File: src/rtl/usb_host_ep_scheduler.sv
// usb_host_ep_scheduler: SOF per frame, round-robin endpoint channel arbitration, toggle/retry tracking.
// Latency: ch_req -> tok_valid in 2 cycles (idle, no SOF, guard ok); hs_valid/err_valid -> done_valid in 1 cycle.
// Backpressure: token fields held until tok_ready; SOF_WAIT holds until sof_done; ch_req on a busy channel is dropped.
//
// Ports:
//   SIE_clk, reset_SIE                       clock, async active-high reset
//   ch_req/ch_dir/ch_dev_addr/ch_ep_addr/ch_len   per-channel descriptor load (packed, channel i at slice i)
//   toggle_clr                               per-channel force toggle to DATA0
//   ch_busy                                  channel pending or in flight
//   tok_valid/tok_ready/tok_pid/tok_addr/tok_ep/tok_toggle/tok_len   token request to SIE
//   sof_frame, sof_done                      frame number, SIE SOF-sent pulse
//   hs_valid/hs_code, err_valid              transaction outcome from SIE
//   done_valid/done_ch/done_status           per-transfer completion pulse
module usb_host_ep_scheduler #(
   parameter int  N_CH        = 4,
   parameter int  FRAME_TICKS = 12000,
   parameter int  GUARD_TICKS = 600,
   parameter int  RETRY_MAX   = 3,
   parameter int  LEN_W       = 6,
   parameter int  FN_W        = 11,
   localparam int CH_W        = $clog2(N_CH)
) (
   input  logic                  SIE_clk,
   input  logic                  reset_SIE,
   input  logic [N_CH-1:0]       ch_req,
   input  logic [N_CH-1:0]       ch_dir,
   input  logic [7*N_CH-1:0]     ch_dev_addr,
   input  logic [4*N_CH-1:0]     ch_ep_addr,
   input  logic [LEN_W*N_CH-1:0] ch_len,
   input  logic [N_CH-1:0]       toggle_clr,
   output logic [N_CH-1:0]       ch_busy,
   output logic                  tok_valid,
   input  logic                  tok_ready,
   output logic [7:0]            tok_pid,
   output logic [6:0]            tok_addr,
   output logic [3:0]            tok_ep,
   output logic                  tok_toggle,
   output logic [LEN_W-1:0]      tok_len,
   output logic [FN_W-1:0]       sof_frame,
   input  logic                  sof_done,
   input  logic                  hs_valid,
   input  logic [1:0]            hs_code,
   input  logic                  err_valid,
   output logic                  done_valid,
   output logic [CH_W-1:0]       done_ch,
   output logic [1:0]            done_status
);
   localparam int TICK_W = $clog2(FRAME_TICKS);
   localparam int RTY_W  = $clog2(RETRY_MAX + 1);
   localparam logic [7:0] PID_OUT = 8'hE1;
   localparam logic [7:0] PID_IN  = 8'h69;
   localparam logic [7:0] PID_SOF = 8'hA5;

   typedef enum logic [2:0] {
      S_IDLE, S_SOF, S_SOF_WAIT, S_ARB, S_TOKEN, S_WAIT_RESP
   } state_t;

   state_t state, state_nxt;

   logic [TICK_W-1:0] tick_cnt;
   logic              sof_pend;
   logic              guard_ok;

   logic [N_CH-1:0]   pending;
   logic [N_CH-1:0]   toggle;
   logic [RTY_W-1:0]  retry  [N_CH];
   logic              dir_q  [N_CH];
   logic [6:0]        dev_q  [N_CH];
   logic [3:0]        ep_q   [N_CH];
   logic [LEN_W-1:0]  len_q  [N_CH];

   logic [CH_W-1:0]   rr;
   logic [CH_W-1:0]   gnt_ch;
   logic [CH_W-1:0]   arb_ch;
   logic              arb_found;

   logic [7:0]        lat_pid;
   logic [6:0]        lat_addr;
   logic [3:0]        lat_ep;
   logic              lat_toggle;
   logic [LEN_W-1:0]  lat_len;

   logic              resolve;
   logic              is_err;
   logic              retry_last;

   // tick_cnt is the number of ticks remaining in the current frame
   assign guard_ok   = (tick_cnt >= TICK_W'(GUARD_TICKS));
   assign resolve    = err_valid | hs_valid;
   // a bus error overrides any handshake seen in the same cycle
   assign is_err     = err_valid | (hs_code == 2'b11);
   assign retry_last = (int'(retry[gnt_ch]) + 1) >= RETRY_MAX;
   assign ch_busy    = pending;

   // ---------------- frame timer / SOF bookkeeping ----------------
   always_ff @(posedge SIE_clk or posedge reset_SIE) begin
      if (reset_SIE) begin
         tick_cnt  <= TICK_W'(FRAME_TICKS - 1);
         sof_pend  <= 1'b0;
         sof_frame <= '0;
      end else begin
         if (tick_cnt == '0) tick_cnt <= TICK_W'(FRAME_TICKS - 1);
         else                tick_cnt <= tick_cnt - 1'b1;

         if (state == S_SOF && tok_ready) sof_frame <= sof_frame + 1'b1;

         // a new frame boundary takes priority over clearing the previous request
         if (tick_cnt == '0)                          sof_pend <= 1'b1;
         else if (state == S_SOF_WAIT && sof_done)    sof_pend <= 1'b0;
      end
   end

   // ---------------- round-robin search from rr ----------------
   always_comb begin
      logic [CH_W:0] idx;
      arb_found = 1'b0;
      arb_ch    = '0;
      idx       = '0;
      for (int i = 0; i < N_CH; i++) begin
         idx = {1'b0, rr} + (CH_W+1)'(i);
         if (idx >= (CH_W+1)'(N_CH)) idx = idx - (CH_W+1)'(N_CH);
         if (!arb_found && pending[idx[CH_W-1:0]]) begin
            arb_found = 1'b1;
            arb_ch    = idx[CH_W-1:0];
         end
      end
   end

   // ---------------- FSM: state register ----------------
   always_ff @(posedge SIE_clk or posedge reset_SIE) begin
      if (reset_SIE) state <= S_IDLE;
      else           state <= state_nxt;
   end

   // ---------------- FSM: next state ----------------
   // IDLE also looks at ch_req directly so a fresh request reaches ARB one
   // cycle earlier; by then the request is registered into pending.
   always_comb begin
      state_nxt = state;
      case (state)
         S_IDLE: begin
            if (sof_pend)                                state_nxt = S_SOF;
            else if ((|(pending | ch_req)) && guard_ok)  state_nxt = S_ARB;
         end
         S_SOF:       if (tok_ready) state_nxt = S_SOF_WAIT;
         S_SOF_WAIT:  if (sof_done)  state_nxt = S_IDLE;
         S_ARB:       state_nxt = arb_found ? S_TOKEN : S_IDLE;
         S_TOKEN:     if (tok_ready) state_nxt = S_WAIT_RESP;
         S_WAIT_RESP: if (resolve)   state_nxt = S_IDLE;
         default:     state_nxt = S_IDLE;
      endcase
   end

   // ---------------- FSM: outputs ----------------
   always_comb begin
      tok_valid  = 1'b0;
      tok_pid    = '0;
      tok_addr   = '0;
      tok_ep     = '0;
      tok_toggle = 1'b0;
      tok_len    = '0;
      case (state)
         S_SOF: begin
            tok_valid = 1'b1;
            tok_pid   = PID_SOF;
         end
         S_TOKEN: begin
            tok_valid  = 1'b1;
            tok_pid    = lat_pid;
            tok_addr   = lat_addr;
            tok_ep     = lat_ep;
            tok_toggle = lat_toggle;
            tok_len    = lat_len;
         end
         default: ;
      endcase
   end

   // ---------------- channel state, grant latch, completion ----------------
   always_ff @(posedge SIE_clk or posedge reset_SIE) begin
      if (reset_SIE) begin
         pending     <= '0;
         toggle      <= '0;
         rr          <= '0;
         gnt_ch      <= '0;
         lat_pid     <= '0;
         lat_addr    <= '0;
         lat_ep      <= '0;
         lat_toggle  <= 1'b0;
         lat_len     <= '0;
         done_valid  <= 1'b0;
         done_ch     <= '0;
         done_status <= '0;
         for (int i = 0; i < N_CH; i++) begin
            retry[i] <= '0;
            dir_q[i] <= 1'b0;
            dev_q[i] <= '0;
            ep_q[i]  <= '0;
            len_q[i] <= '0;
         end
      end else begin
         done_valid <= 1'b0;

         // descriptor load; a channel already pending keeps its descriptor
         for (int i = 0; i < N_CH; i++) begin
            if (ch_req[i] && !pending[i]) begin
               pending[i] <= 1'b1;
               dir_q[i]   <= ch_dir[i];
               dev_q[i]   <= ch_dev_addr[i*7 +: 7];
               ep_q[i]    <= ch_ep_addr[i*4 +: 4];
               len_q[i]   <= ch_len[i*LEN_W +: LEN_W];
            end
         end

         if (state == S_ARB && arb_found) begin
            gnt_ch     <= arb_ch;
            lat_pid    <= dir_q[arb_ch] ? PID_IN : PID_OUT;
            lat_addr   <= dev_q[arb_ch];
            lat_ep     <= ep_q[arb_ch];
            lat_toggle <= toggle[arb_ch];
            lat_len    <= len_q[arb_ch];
         end

         if (state == S_WAIT_RESP && resolve) begin
            rr <= (gnt_ch == CH_W'(N_CH - 1)) ? '0 : gnt_ch + 1'b1;
            if (is_err) begin
               if (retry_last) begin
                  pending[gnt_ch] <= 1'b0;
                  retry[gnt_ch]   <= '0;
                  done_valid      <= 1'b1;
                  done_ch         <= gnt_ch;
                  done_status     <= 2'b10;
               end else begin
                  retry[gnt_ch] <= retry[gnt_ch] + 1'b1;
               end
            end else if (hs_code == 2'b00) begin
               toggle[gnt_ch]  <= ~toggle[gnt_ch];
               pending[gnt_ch] <= 1'b0;
               retry[gnt_ch]   <= '0;
               done_valid      <= 1'b1;
               done_ch         <= gnt_ch;
               done_status     <= 2'b00;
            end else if (hs_code == 2'b10) begin
               pending[gnt_ch] <= 1'b0;
               retry[gnt_ch]   <= '0;
               done_valid      <= 1'b1;
               done_ch         <= gnt_ch;
               done_status     <= 2'b01;
            end
            // NAK: channel stays pending, nothing else changes
         end

         // placed last so a clear overrides an ACK flip in the same cycle
         for (int i = 0; i < N_CH; i++) begin
            if (toggle_clr[i]) toggle[i] <= 1'b0;
         end
      end
   end

endmodule

File: config.mk
export PLATFORM = sky130hd
export DESIGN_NAME = usb_host_ep_scheduler
export DESIGN_NICKNAME = d
export VERILOG_FILES = /design/src/rtl/usb_host_ep_scheduler.sv
export SDC_FILE = /design/constraint.sdc
export NUM_CORES = 1
export LEC_CHECK = 0
export ABC_AREA = 1
export BUFFER_PORTS_ARGS = -buffer_cell sky130_fd_sc_hd__clkbuf_2
export CORE_MARGIN = 2
export CORE_UTILIZATION = 50
export CTS_BUF_LIST = sky130_fd_sc_hd__clkbuf_8
export DETAILED_ROUTE_END_ITERATION = 10
export HOLD_SLACK_MARGIN = 0.03
export PLACE_DENSITY = 0.77
export SYNTH_ARGS = -nofsm -noshare
export SYNTH_HDL_FRONTEND = slang
export SYNTH_SLANG_ARGS = --single-unit
File: constraint.sdc
create_clock -name SIE_clk -period 6.5 [get_ports SIE_clk]
set_clock_uncertainty 0.15 [all_clocks]
set_input_delay 1.3 -clock SIE_clk [delete_from_list [all_inputs] [get_ports SIE_clk]]
set_output_delay 1.3 -clock SIE_clk [all_outputs]
set_load 0.05 [all_outputs]
* Word-level counts from Yosys, hierarchy flattened
Index checks and enable logic that the tools add are counted.
Word-level totals: logic and storage cells 235, input port bits 88, output and inout port bits 47, bits in registers 152
Cells by class: reduce and logical (&&, ||, !) cells 43, bitwise logic cells 10, multiplexer cells 97, $add $sub $neg 12, equality and inequality tests 18, magnitude comparators 16
Operators with widths (number):
- 4-bit 2-to-1 mux | 11
- 2-bit 2-to-1 mux | 20
- 8-bit 2-to-1 mux | 5
- 1-bit 2-to-1 mux | 30
- 3-bit 2-to-1 mux | 7
- 7-bit 2-to-1 mux | 3
- 2-bit by 3-bit < comparator with 1-bit output, second input constant | 6
- 6-bit 2-to-1 mux | 3
- 3-bit case mux with 6 select lines | 1
- 2-bit nonzero test | 9
- 2-bit != test, second input constant | 8
- 8-bit case mux with 2 select lines | 1
- 3-bit greater-or-equal comparator, second input constant | 5
- 3-bit AND reduction | 5
- 1-bit binary-select mux with 2-bit select | 7
- 7-bit binary-select mux with 2-bit select | 1
- 14-bit by 10-bit greater-or-equal comparator with 1-bit output, second input constant | 1
- 1-bit logical AND | 14
- 14-bit logical NOT | 1
- 14-bit 2-to-1 mux | 1
- 14-bit by 1-bit subtractor with 14-bit output, second input constant | 1
- 6-bit binary-select mux with 2-bit select | 1
- 11-bit by 1-bit adder with 11-bit output, second input constant | 1
- 8-bit AND | 1
- other kinds (35) | 53

* Longest topological paths before layout
Gate-level depths: netlist (run 1).
depth after elaboration 19, gate-level depth with buffers 15

* Worst setup path before layout (run 1)
No wires, ideal clock.
path type flip-flop to output port, start point reg state[2], end point out tok_pid[5], arrival 2.233 ns, stages on the path, launching flop included 5, path slack 2.817 ns, data required time 5.050 ns, path through dfrtp_1 > clkbuf_1 > nand2_1 > o21ai_0 > buf_4
Between the ends: longest elaborated chain between the ends 2, elaborated cells on any way between the ends 3, those cells by class 2 x eq/ne; 1 x mux
RTL lines:
- start, declared | RTL line 58 | state_t state, state_nxt;
- start signal, assigned | RTL line 132 | else state <= state_nxt;
- 3-bit equality test or 3-bit by 1-bit equality test with 1-bit output (tied branches) | RTL line 162 | case (state)
- 8-bit case mux with 2 select lines (*) | RTL line 162
- end, declared | RTL line 34 | output logic [7:0] tok_pid,
Every way passes the cells marked *; elsewhere a longest branch is shown, timed or not.

* Final worst setup path (run 1)
start point reg state[0], end point out tok_pid[0]
Same word-level chain as after synthesis.

==> results.md, run 1 <==
- Final wirelength: about 17000 um
- Post-layout nets: approximately 1100
- CP Max Fanout: 22
- Layout cell share with drive strength beyond 1: between 20% and 30%
- RSZ-0062 raised after global routing: false
- Netlist cell types: 40
- Synth area leader: dfrtp_1
- First-pass GRT wire length: 27200 um
- Gate Count Post-Synth: 865
- Placer Congestion: slightly below 0.9
- Ports: between 100 and 150
- Top cell type's share of synthesized area: 47.1%
- CP cell instances: nor2_1, nand2_1, o21ai_0, clkbuf_2
- Root buf cell: clkbuf_8
- WL per Instance: approximately 14 um
- Worst EP arrival: 2440 ps
- Vias in the first global route: around 5800
- Worst VDD drop: around 0.00023 V
- DIE AREA: 15400 um^2
- Worst slew pin tran: 1030 ps
- DRT antenna net count: 0
- CTS buffer count: 17
- Post-CTS Setup Inserts: 0
- Number of enable flip-flop cells after synthesis: 0
- Largest net degree at the start of global routing: 85
- Reg clk slew, reported paths: ~80 ps
- N_diodes: 0
- Syn-to-layout area delta: 16.0%
- Rel. slew slack: between 30% and 40%
- 1st-iter DRT viols: 411
- Util after Layout: between 50% and 60%
- CP Launch Type: flop
- Setup Viol. Count Final: 0
- TritonRoute pass-1 iters: 5
- Initial antenna violation count: 0
- Fmax achieved: between 0.2 and 0.3 GHz
- Critical path type: reg2out
- Main synth FF type: dfrtp_1
- Syn avg cell area: between 8 and 9 um^2
- CP Data Required Time: 5050 ps
- Fraction of registers with async set/reset: 100%
- Gr ovfl total: 0
- Max-Cap Viols: 0
- CTS tree: yes
- Core Rows: 43
- Slew Limit Fails: 0
- Initial core utilization: 51.6%
- CTS Sinks: ~150
- Final Cycle Share: 59.8%
- Worst hold path class: reg2reg
- PwrDens: 426 nW/um^2
- Syn. warnings: 0
- CP max stage delay: 560 ps
- Skew-Pair Late Insertion Delay: approximately 460 ps
- Static Leakage: approximately 4.5 nW
- Die width: 124 um
- Via count: between 6000 and 7000
- Post-DP HPWL: approximately 12000 um
- # fillers: around 1300
- Setup TNS: 0 ps
- Post-layout minimum cycle time: 3890 ps
- Crit path capture type: output pin
- Number of port buffers: between 100 and 150
- Status: finished, final reports clean
- Residual DRC count: 0
- Post-Synthesis Cell Area: around 7200 um^2
- Post-CTS sizing: 0
- Hold Violations, Final: 0
- Die Y: ~120 um
- Via density: approximately 5.1
- Slowest-stage cell, CP: nand2_1
- Deepest clock path buffer count: 2
- CTS Hold Bufs: 0
- Placeable core area: between 10000 and 15000 um^2
- #FFs+latches synth: around 150
- Synth top area cells: dfrtp_1 (47%), nand2_1 (10%), inv_1 (6.2%), nor2_1 (5.3%), mux2_2 (4.8%)
- H-Tree Depth: 4
- Gr usage total: 23.3%
- Post-synthesis sequential area ratio: between 50 and 60%
## flip-flops by register name (all words and copies together), names as in the netlist, 6 cells and up
name	flops
lat_addr	7
tick_cnt	14
ep_q	16
lat_len	6
sof_frame	11
retry	8
len_q	24
dev_q	28
## placed cells by master (no fill, tap or decap), drive strengths merged
cell,synthesis,final
bufinv,0,2
or2,16,16
nand4,8,8
xor2,5,5
xnor2,6,6
o21a,5,5
dfrtp,136,136
a21oi,60,60
ha,7,7
o21ai,30,30
o21bai,1,1
clkinv,0,5
inv,124,126
o31ai,2,2
buf,15,2
nand3,64,64
mux2,31,31
dfstp,11,11
a31oi,2,2
nor4,1,1
nand2,205,205
clkbuf,13,154
nor3,5,5
nor2,107,107
clkinvlp,0,1
conb,1,2
o22ai,2,2
a211oi,4,4
nand3b,3,3
nor3b,1,1
## final cells by class
cell class                      count  area, um^2  area share, %
Clock inverter                     10         105           1.26
Multi-Input combinational cell    567        2900           34.6
Clock buffer                       22         303           3.62
Timing Repair Buffer              134         676           8.07
Inverter                          124         473           5.65
Tap cell                          180         225           2.69
Sequential cell                   147        3690           44.1
## critical path, delay by kind of cell, from the launching register on
kind | cells | cell delay, ps
AOI/OAI and AO/OA | 1 | 450
and+or+nand+nor | 2 | 770
DFF | 1 | 440
buffers and inverters | 1 | 330
## path summary, 6_finish.rpt
kind | end | slack [ps] | cells past startpoint | from
setup reg to reg | lat_len[5]$_DFFE_PP0P_ | 3710 | 13 | rr[0]$_DFFE_PP0P_
hold / removal | tick_cnt[0]$_DFF_PP1_ | 310 | 1 | tick_cnt[0]$_DFF_PP1_
hold reg to reg | tick_cnt[0]$_DFF_PP1_ | 310 | 1 | tick_cnt[0]$_DFF_PP1_
min in group asynchronous | len_q[1]$_DFFE_PP0P_ | 810 | 2 | reset_SIE
max in group asynchronous | len_q[9]$_DFFE_PP0P_ | 4110 | 3 | reset_SIE
setup / recovery | tok_pid[0] | 2610 | 4 | state[0]$_DFFE_PP0P_
## Yosys cell counts (6+ instances only)
master	count
inv_1	119
dfstp_2	11
a21oi_1	60
dfrtp_1	136
clkbuf_1	13
buf_4	6
nand3_1	61
nand4_1	8
mux2_2	31
nand2_2	6
ha_1	7
xnor2_1	6
nor2_1	101
o21ai_0	25
nand2_1	196
or2_0	7
## through the flow
step           total power, mW  cells  hold WS, ps  instance area (um^2)  setup slack [ps]
2_1_floorplan             2.54    866          279                  7220              1120
3_3_place_gp              2.80   1152          290                  7970              3240
3_5_place_dp              2.85   1152          294                  7970              3120
4_1_cts                   3.58   1184          313                  8370              2620
5_1_grt                   3.84   1184          327                  8370              2400
6_report                  3.57   1184          309                  8370              2610
## metal layers
metal	track usage, %	routed length [um]
met1	29.6	7220
met2	38.0	7920
met3	5.95	1140
met4	9.34	414
met5	0	0
## cell families after synthesis
kind of cell	share of synthesized area, %
buffers and inverters	8.75
adders and majority gates	1.21
other	0.0519
muxes	4.83
and+or+nand+nor	24.8
xor gates and xnor gates	1.33
AOI/OAI and AO/OA	7.83
DFF	51.1
## power by group
| part | internal [mW] | switching (mW) |
|---|---|---|
| sequential | 1.23 | 0.179 |
| clock | 0.389 | 0.345 |
| combinational | 0.455 | 0.968 |
| total | 2.08 | 1.49 |
(Power assumes the default switching activity.)
==> inputs of run 2 (changes only) <==
==> constraint.sdc (replaced) <==
create_clock -name SIE_clk -period 3.9 [get_ports SIE_clk]
set_clock_uncertainty 0.15 [all_clocks]
set_input_delay 0.78 -clock SIE_clk [delete_from_list [all_inputs] [get_ports SIE_clk]]
set_output_delay 0.78 -clock SIE_clk [all_outputs]
set_load 0.05 [all_outputs]
==> results.md, run 2 (synthesis results as in run 1) <==
- Status: finished, final reports clean
- Placeable core area: 14000 um^2 (unchanged)
- CTS Hold Bufs: 1 (+1)
- Largest net degree at the start of global routing: 119 (+40%)
- Slew Limit Fails: 0 (unchanged)
- Rel. slew slack: 29.3% (-2.2 points)
- H-Tree Depth: 4 (unchanged)
- Final wirelength: 16800 um (+0.62%)
- Post-DP HPWL: 12000 um (-0.60%)
- Post-CTS Setup Inserts: 0 (unchanged)
- CP Data Required Time: 2970 ps (-2080 ps)
- First-pass GRT wire length: 27400 um (+0.86%)
- Core Rows: 43 (unchanged)
- CTS buffer count: 17 (unchanged)
- 1st-iter DRT viols: 533 (+30%)
- Root buf cell: clkbuf_8
- Gr ovfl total: 0 (unchanged)
- Vias in the first global route: 5814 (+0.81%)
- Layout cell share with drive strength beyond 1: 23.3% (-0.25 points)
- DIE AREA: 15400 um^2 (unchanged)
- Placer Congestion: 0.856 (-2.8%)
- Die Y: 124 um (unchanged)
- PwrDens: 713 nW/um^2 (+67%)
- Worst hold path class: reg2reg
- Worst slew pin tran: 1060 ps (+32.5 ps)
- Setup Viol. Count Final: 0 (unchanged)
- Gr usage total: 23.4% (+0.15 points)
- # fillers: 1276 (+0.078%)
- Post-CTS sizing: 0 (unchanged)
- Largest register FFs: 28 (unchanged)
- Reg clk slew, reported paths: 80 ps (about the same)
- Commonest non-fill, non-tap cell in the layout: nand2_1
- Via density: 5.07 (-0.33%)
- R2R depth: 9 (-4)
- Post-layout nets: 1088 (+0.18%)
- CP Launch Type: flop
- Biggest regs: dev_q x28, len_q x24, ep_q x16
- RSZ-0062 raised after global routing: false
- Initial core utilization: 51.6% (unchanged)
- Setup TNS: 0 ps (unchanged)
- Worst EP arrival: 2350 ps (-90 ps)
- Via count: 6012 (-0.17%)
- Skew-Pair Late Insertion Delay: 460 ps (about the same)
- Syn-to-layout area delta: 16.5%
- Worst Hold Path Cells: 1 (unchanged)
- WL per Instance: 14.2 um (+0.45%)
- Fmax achieved: 0.305 GHz
- TritonRoute pass-1 iters: 5 (unchanged)
- Static Leakage: 4.53 nW (+0.46%)
- N_diodes: 0 (unchanged)
- Largest register by flop count: dev_q
- Power Total: 6.00 mW (+68%)
- Initial antenna violation count: 0 (unchanged)
- Post-layout minimum cycle time: 3280 ps
- Final Cycle Share: between 80% and 90%
- Ports: 135 (unchanged)
- Max-Cap Viols: 0 (unchanged)
- Most frequent cells in the layout: nand2_1 (196), dfrtp_1 (136), clkbuf_2 (132)
- CTS tree: yes
- Deepest clock path buffer count: 2 (unchanged)
- Worst VDD drop: 0.000469 V (+110%)
- Residual DRC count: 0 (unchanged)
- DRT antenna net count: 0 (unchanged)
- Number of port buffers: 132 (unchanged)
- Critical path type: reg2out
- Hold Violations, Final: 0 (unchanged)
- Die width: 124 um (unchanged)
- CP Max Fanout: 22 (unchanged)
- Crit path capture type: output pin
- Min Hold Slack: 309 ps (+0.624 ps)
- CTS Sinks: 147 (unchanged)
run 2: report_power, final:
| part | total [mW] | switching [mW] | internal (mW) | leakage [nW] |
|---|---|---|---|---|
| Clock | 1.28 | 0.580 | 0.701 | 0.228 |
| Sequential | 2.36 | 0.310 | 2.05 | 1.73 |
| Combinational | 2.36 | 1.60 | 0.760 | 2.58 |
| Total | 6.00 | 2.49 | 3.51 | 4.53 |
run 2: final timing paths:
check	to	start	slack (ps)
min reg2reg	tick_cnt[0]$_DFF_PP1_	tick_cnt[0]$_DFF_PP1_	310
min	tick_cnt[0]$_DFF_PP1_	tick_cnt[0]$_DFF_PP1_	310
min in group asynchronous	ep_q[13]$_DFFE_PP0P_	reset_SIE	580
max reg2reg	lat_len[0]$_DFFE_PP0P_	rr[0]$_DFFE_PP0P_	1250
max	tok_pid[0]	state[0]$_DFFE_PP0P_	620
max in group asynchronous	dev_q[12]$_DFFE_PP0P_	reset_SIE	2230
run 2: worst max-delay path: stages, from the launching register on:
cell	delay, ps
dfrtp_1	440
nor2_1	200
nand2_1	500
o21ai_0	420
clkbuf_2	330
run 2: cell type report:
type	instances	area (um^2)	share of cell area (%)
Tap cell	180	225	2.68
Sequential cell	147	3690	43.9
Inverter	124	472	5.61
Multi-Input combinational cell	567	2900	34.5
Clock buffer	18	248	2.94
Clock inverter	14	171	2.04
Timing Repair Buffer	136	706	8.39
run 2: layer usage:
metal	wire, um	share of wire [%]	GRT usage, %	vias up
li1	-	-	-	2971
met1	7260	43	30.2	2804
met2	8210	49	39.3	207
met3	1010	6.0	4.35	30
met4	320	1.9	8.85	0
met5	0	0	0	-
run 2: through the flow:
step / area [um^2] / instances / setup WS (ps) / util (%)
3_5_place_dp: 7990 / 1153 / 1100 / 57.1
2_1_floorplan: 7230 / 866 / 737 / -
6_report: 8410 / 1186 / 616 / 60.2
3_3_place_gp: 7990 / 1153 / 1180 / 57.1
4_1_cts: 8410 / 1186 / 589 / 60.2
5_1_grt: 8410 / 1186 / 408 / 60.2
==> inputs of run 3 (changes only) <==
--- a/config.mk
+++ b/config.mk
@@ -12,7 +12,7 @@
 export CTS_BUF_LIST = sky130_fd_sc_hd__clkbuf_8
 export DETAILED_ROUTE_END_ITERATION = 10
 export HOLD_SLACK_MARGIN = 0.03
-export PLACE_DENSITY = 0.77
+export PLACE_DENSITY = 0.8
 export SYNTH_ARGS = -nofsm -noshare
 export SYNTH_HDL_FRONTEND = slang
 export SYNTH_SLANG_ARGS = --single-unit
==> constraint.sdc (replaced) <==
create_clock -name SIE_clk -period 2.75 [get_ports SIE_clk]
set_clock_uncertainty 0.15 [all_clocks]
set_input_delay 0.55 -clock SIE_clk [delete_from_list [all_inputs] [get_ports SIE_clk]]
set_output_delay 0.55 -clock SIE_clk [all_outputs]
set_load 0.05 [all_outputs]
==> results.md, run 3 (synthesis results as in run 1) <==
- Status: finished, final reports clean
- H-Tree Depth: 4 (unchanged)
- CP Max Fanout: 18 (-18%)
- Multi-input combinational cell area: 2910 um^2 (+0.39%)
- Fmax achieved: between 0.3 and 0.4 GHz
- DRT antenna net count: 0 (unchanged)
- # fillers: 1237 (-3.1%)
- First-pass GRT wire length: 27600 um (+0.63%)
- Setup Viol. Count Final: 0 (unchanged)
- Syn-to-layout area delta: 18.2%
- Residual DRC count: 0 (unchanged)
- Largest register FFs: 28 (unchanged)
- Post-layout minimum cycle time: 2690 ps
- Final cell count without fillers: 1193 (+0.59%)
- Final wirelength: 17100 um (+2.0%)
- TritonRoute pass-1 iters: 5 (unchanged)
- Rel. slew slack: 44.9% (+16 points)
- Hold Violations, Final: 0 (unchanged)
- Placeable core area: 14000 um^2 (unchanged)
- CTS tree: yes
- DIE AREA: 15400 um^2 (unchanged)
- Number of port buffers: 132 (unchanged)
- Post-layout nets: 1095 (+0.64%)
- Die width: 124 um (unchanged)
- Gr ovfl total: 0 (unchanged)
- Placer Congestion: 0.882 (+3.0%)
- Via count: 6088 (+1.3%)
- Reg clk slew, reported paths: 80 ps (about the same)
- Initial core utilization: 51.6% (unchanged)
- Worst Hold Path Cells: 2 (+1)
- PwrDens: 1030 nW/um^2 (+44%)
- Commonest non-fill, non-tap cell in the layout: nand2_1
- Skew-Pair Late Insertion Delay: 470 ps (about the same)
- Critical path endpoint: tok_addr[5]
- Final Cycle Share: slightly below 100%
- Layout cell share with drive strength beyond 1: 24.3% (+1.0 points)
- Biggest regs: dev_q x28, len_q x24, ep_q x16
- Gr usage total: 23.7% (+0.32 points)
- WL per Instance: 14.4 um (+1.4%)
- Worst slew pin tran: 824 ps (-234 ps)
- Largest register by flop count: dev_q
- Static Leakage: 4.57 nW (+0.96%)
- Largest net degree at the start of global routing: 56 (-53%)
- CP Data Required Time: 2050 ps (-920 ps)
- R2R depth: 13 (+4)
- Most frequent cells in the layout: nand2_1 (196), dfrtp_1 (136), clkbuf_2 (126)
- Post-DP HPWL: 12800 um (+6.8%)
- Power Total: 8.76 mW (+46%)
- Sequential cell area: 3690 um^2 (unchanged)
- Core Rows: 43 (unchanged)
- Worst EP arrival: 1990 ps (-360 ps)
- Placed Instances: 1160 (+0.61%)
- Crit path launch: state[0]$_DFFE_PP0P_
- Initial antenna violation count: 0 (unchanged)
- N_diodes: 0 (unchanged)
- Ports: 135 (unchanged)
- RR Endpoint: lat_ep[3]$_DFFE_PP0P_
- Worst hold path class: in2reg
- Worst VDD drop: 0.000547 V (+17%)
- Die Y: 124 um (unchanged)
- R2r setup slk: 380 ps (-870 ps)
- Max-Cap Viols: 0 (unchanged)
- Vias in the first global route: 5887 (+1.3%)
- Min Hold Slack: 89.6 ps (-220 ps)
- Setup TNS: 0 ps (unchanged)
- Reg2reg start: rr[0]$_DFFE_PP0P_
- CTS buffer count: 17 (unchanged)
- CP Launch Type: flop
- Slew Limit Fails: 0 (unchanged)
- Root buf cell: clkbuf_8
- Critical path type: reg2out
- Via density: 5.10 (+0.67%)
- Deepest clock path buffer count: 2 (unchanged)
- CTS Sinks: 147 (unchanged)
- Crit path capture type: output pin
- 1st-iter DRT viols: 349 (-35%)
run 3: where the power goes:
part           leakage [nW]  total (mW)  internal [mW]  switching, mW
Combinational          2.61        3.36           1.10           2.26
Clock                 0.239        2.04           1.19          0.847
Sequential             1.73        3.36           2.91          0.449
Total                  4.57        8.76           5.20           3.56
run 3: layout make-up:
class	count	area share [%]
Timing Repair Buffer	143	8.80
Tap cell	180	2.64
Clock inverter	14	2.73
Sequential cell	147	43.3
Multi-Input combinational cell	567	34.1
Inverter	124	5.53
Clock buffer	18	2.90
run 3: critical path, cell delays in order, from the launching register on:
cell      delay, ps
dfrtp_1         450
nor2_2          180
nand2_1         140
buf_4           240
nor2_1          190
clkbuf_2        320
run 3: how the worst min path moves through the flow:
| stage | from | to | slack (ps) |
|---|---|---|---|
| CTS | toggle_clr[3] | toggle[3]$_DFFE_PP0P_ | 70 |
| floorplan | tick_cnt[0]$_DFF_PP1_ | tick_cnt[0]$_DFF_PP1_ | 280 |
| global placement | tick_cnt[0]$_DFF_PP1_ | tick_cnt[0]$_DFF_PP1_ | 290 |
| finish | toggle_clr[3] | toggle[3]$_DFFE_PP0P_ | 90 |
| global route | toggle_clr[0] | toggle[0]$_DFFE_PP0P_ | 90 |
| detailed placement | reset_SIE | dev_q[23]$_DFFE_PP0P_ | 310 |
run 3: what timing repair did:
action | CTS | global route
setup buffers | 0 | 0
hold buffers | 1 | 0
resized for setup | 0 | 11
endpoints found under the hold margin | 5 | 0
endpoints found under the setup margin | 0 | 24
run 3: metal layers:
layer  track usage [%]  wire [um]
met1              29.7       7200
met2              39.2       8300
met3              5.45       1190
met4              10.8        452
met5                 0          0
run 3: metrics by stage:
stage / area (um^2) / util (%) / setup slack [ps]
floorplan: 7230 / - / 212
global placement: 8030 / 57.4 / 358
detailed placement: 8030 / 57.4 / 245
CTS: 8520 / 60.9 / 32.8
global route: 8530 / 61.0 / -17.3
finish: 8530 / 61.0 / 58.1
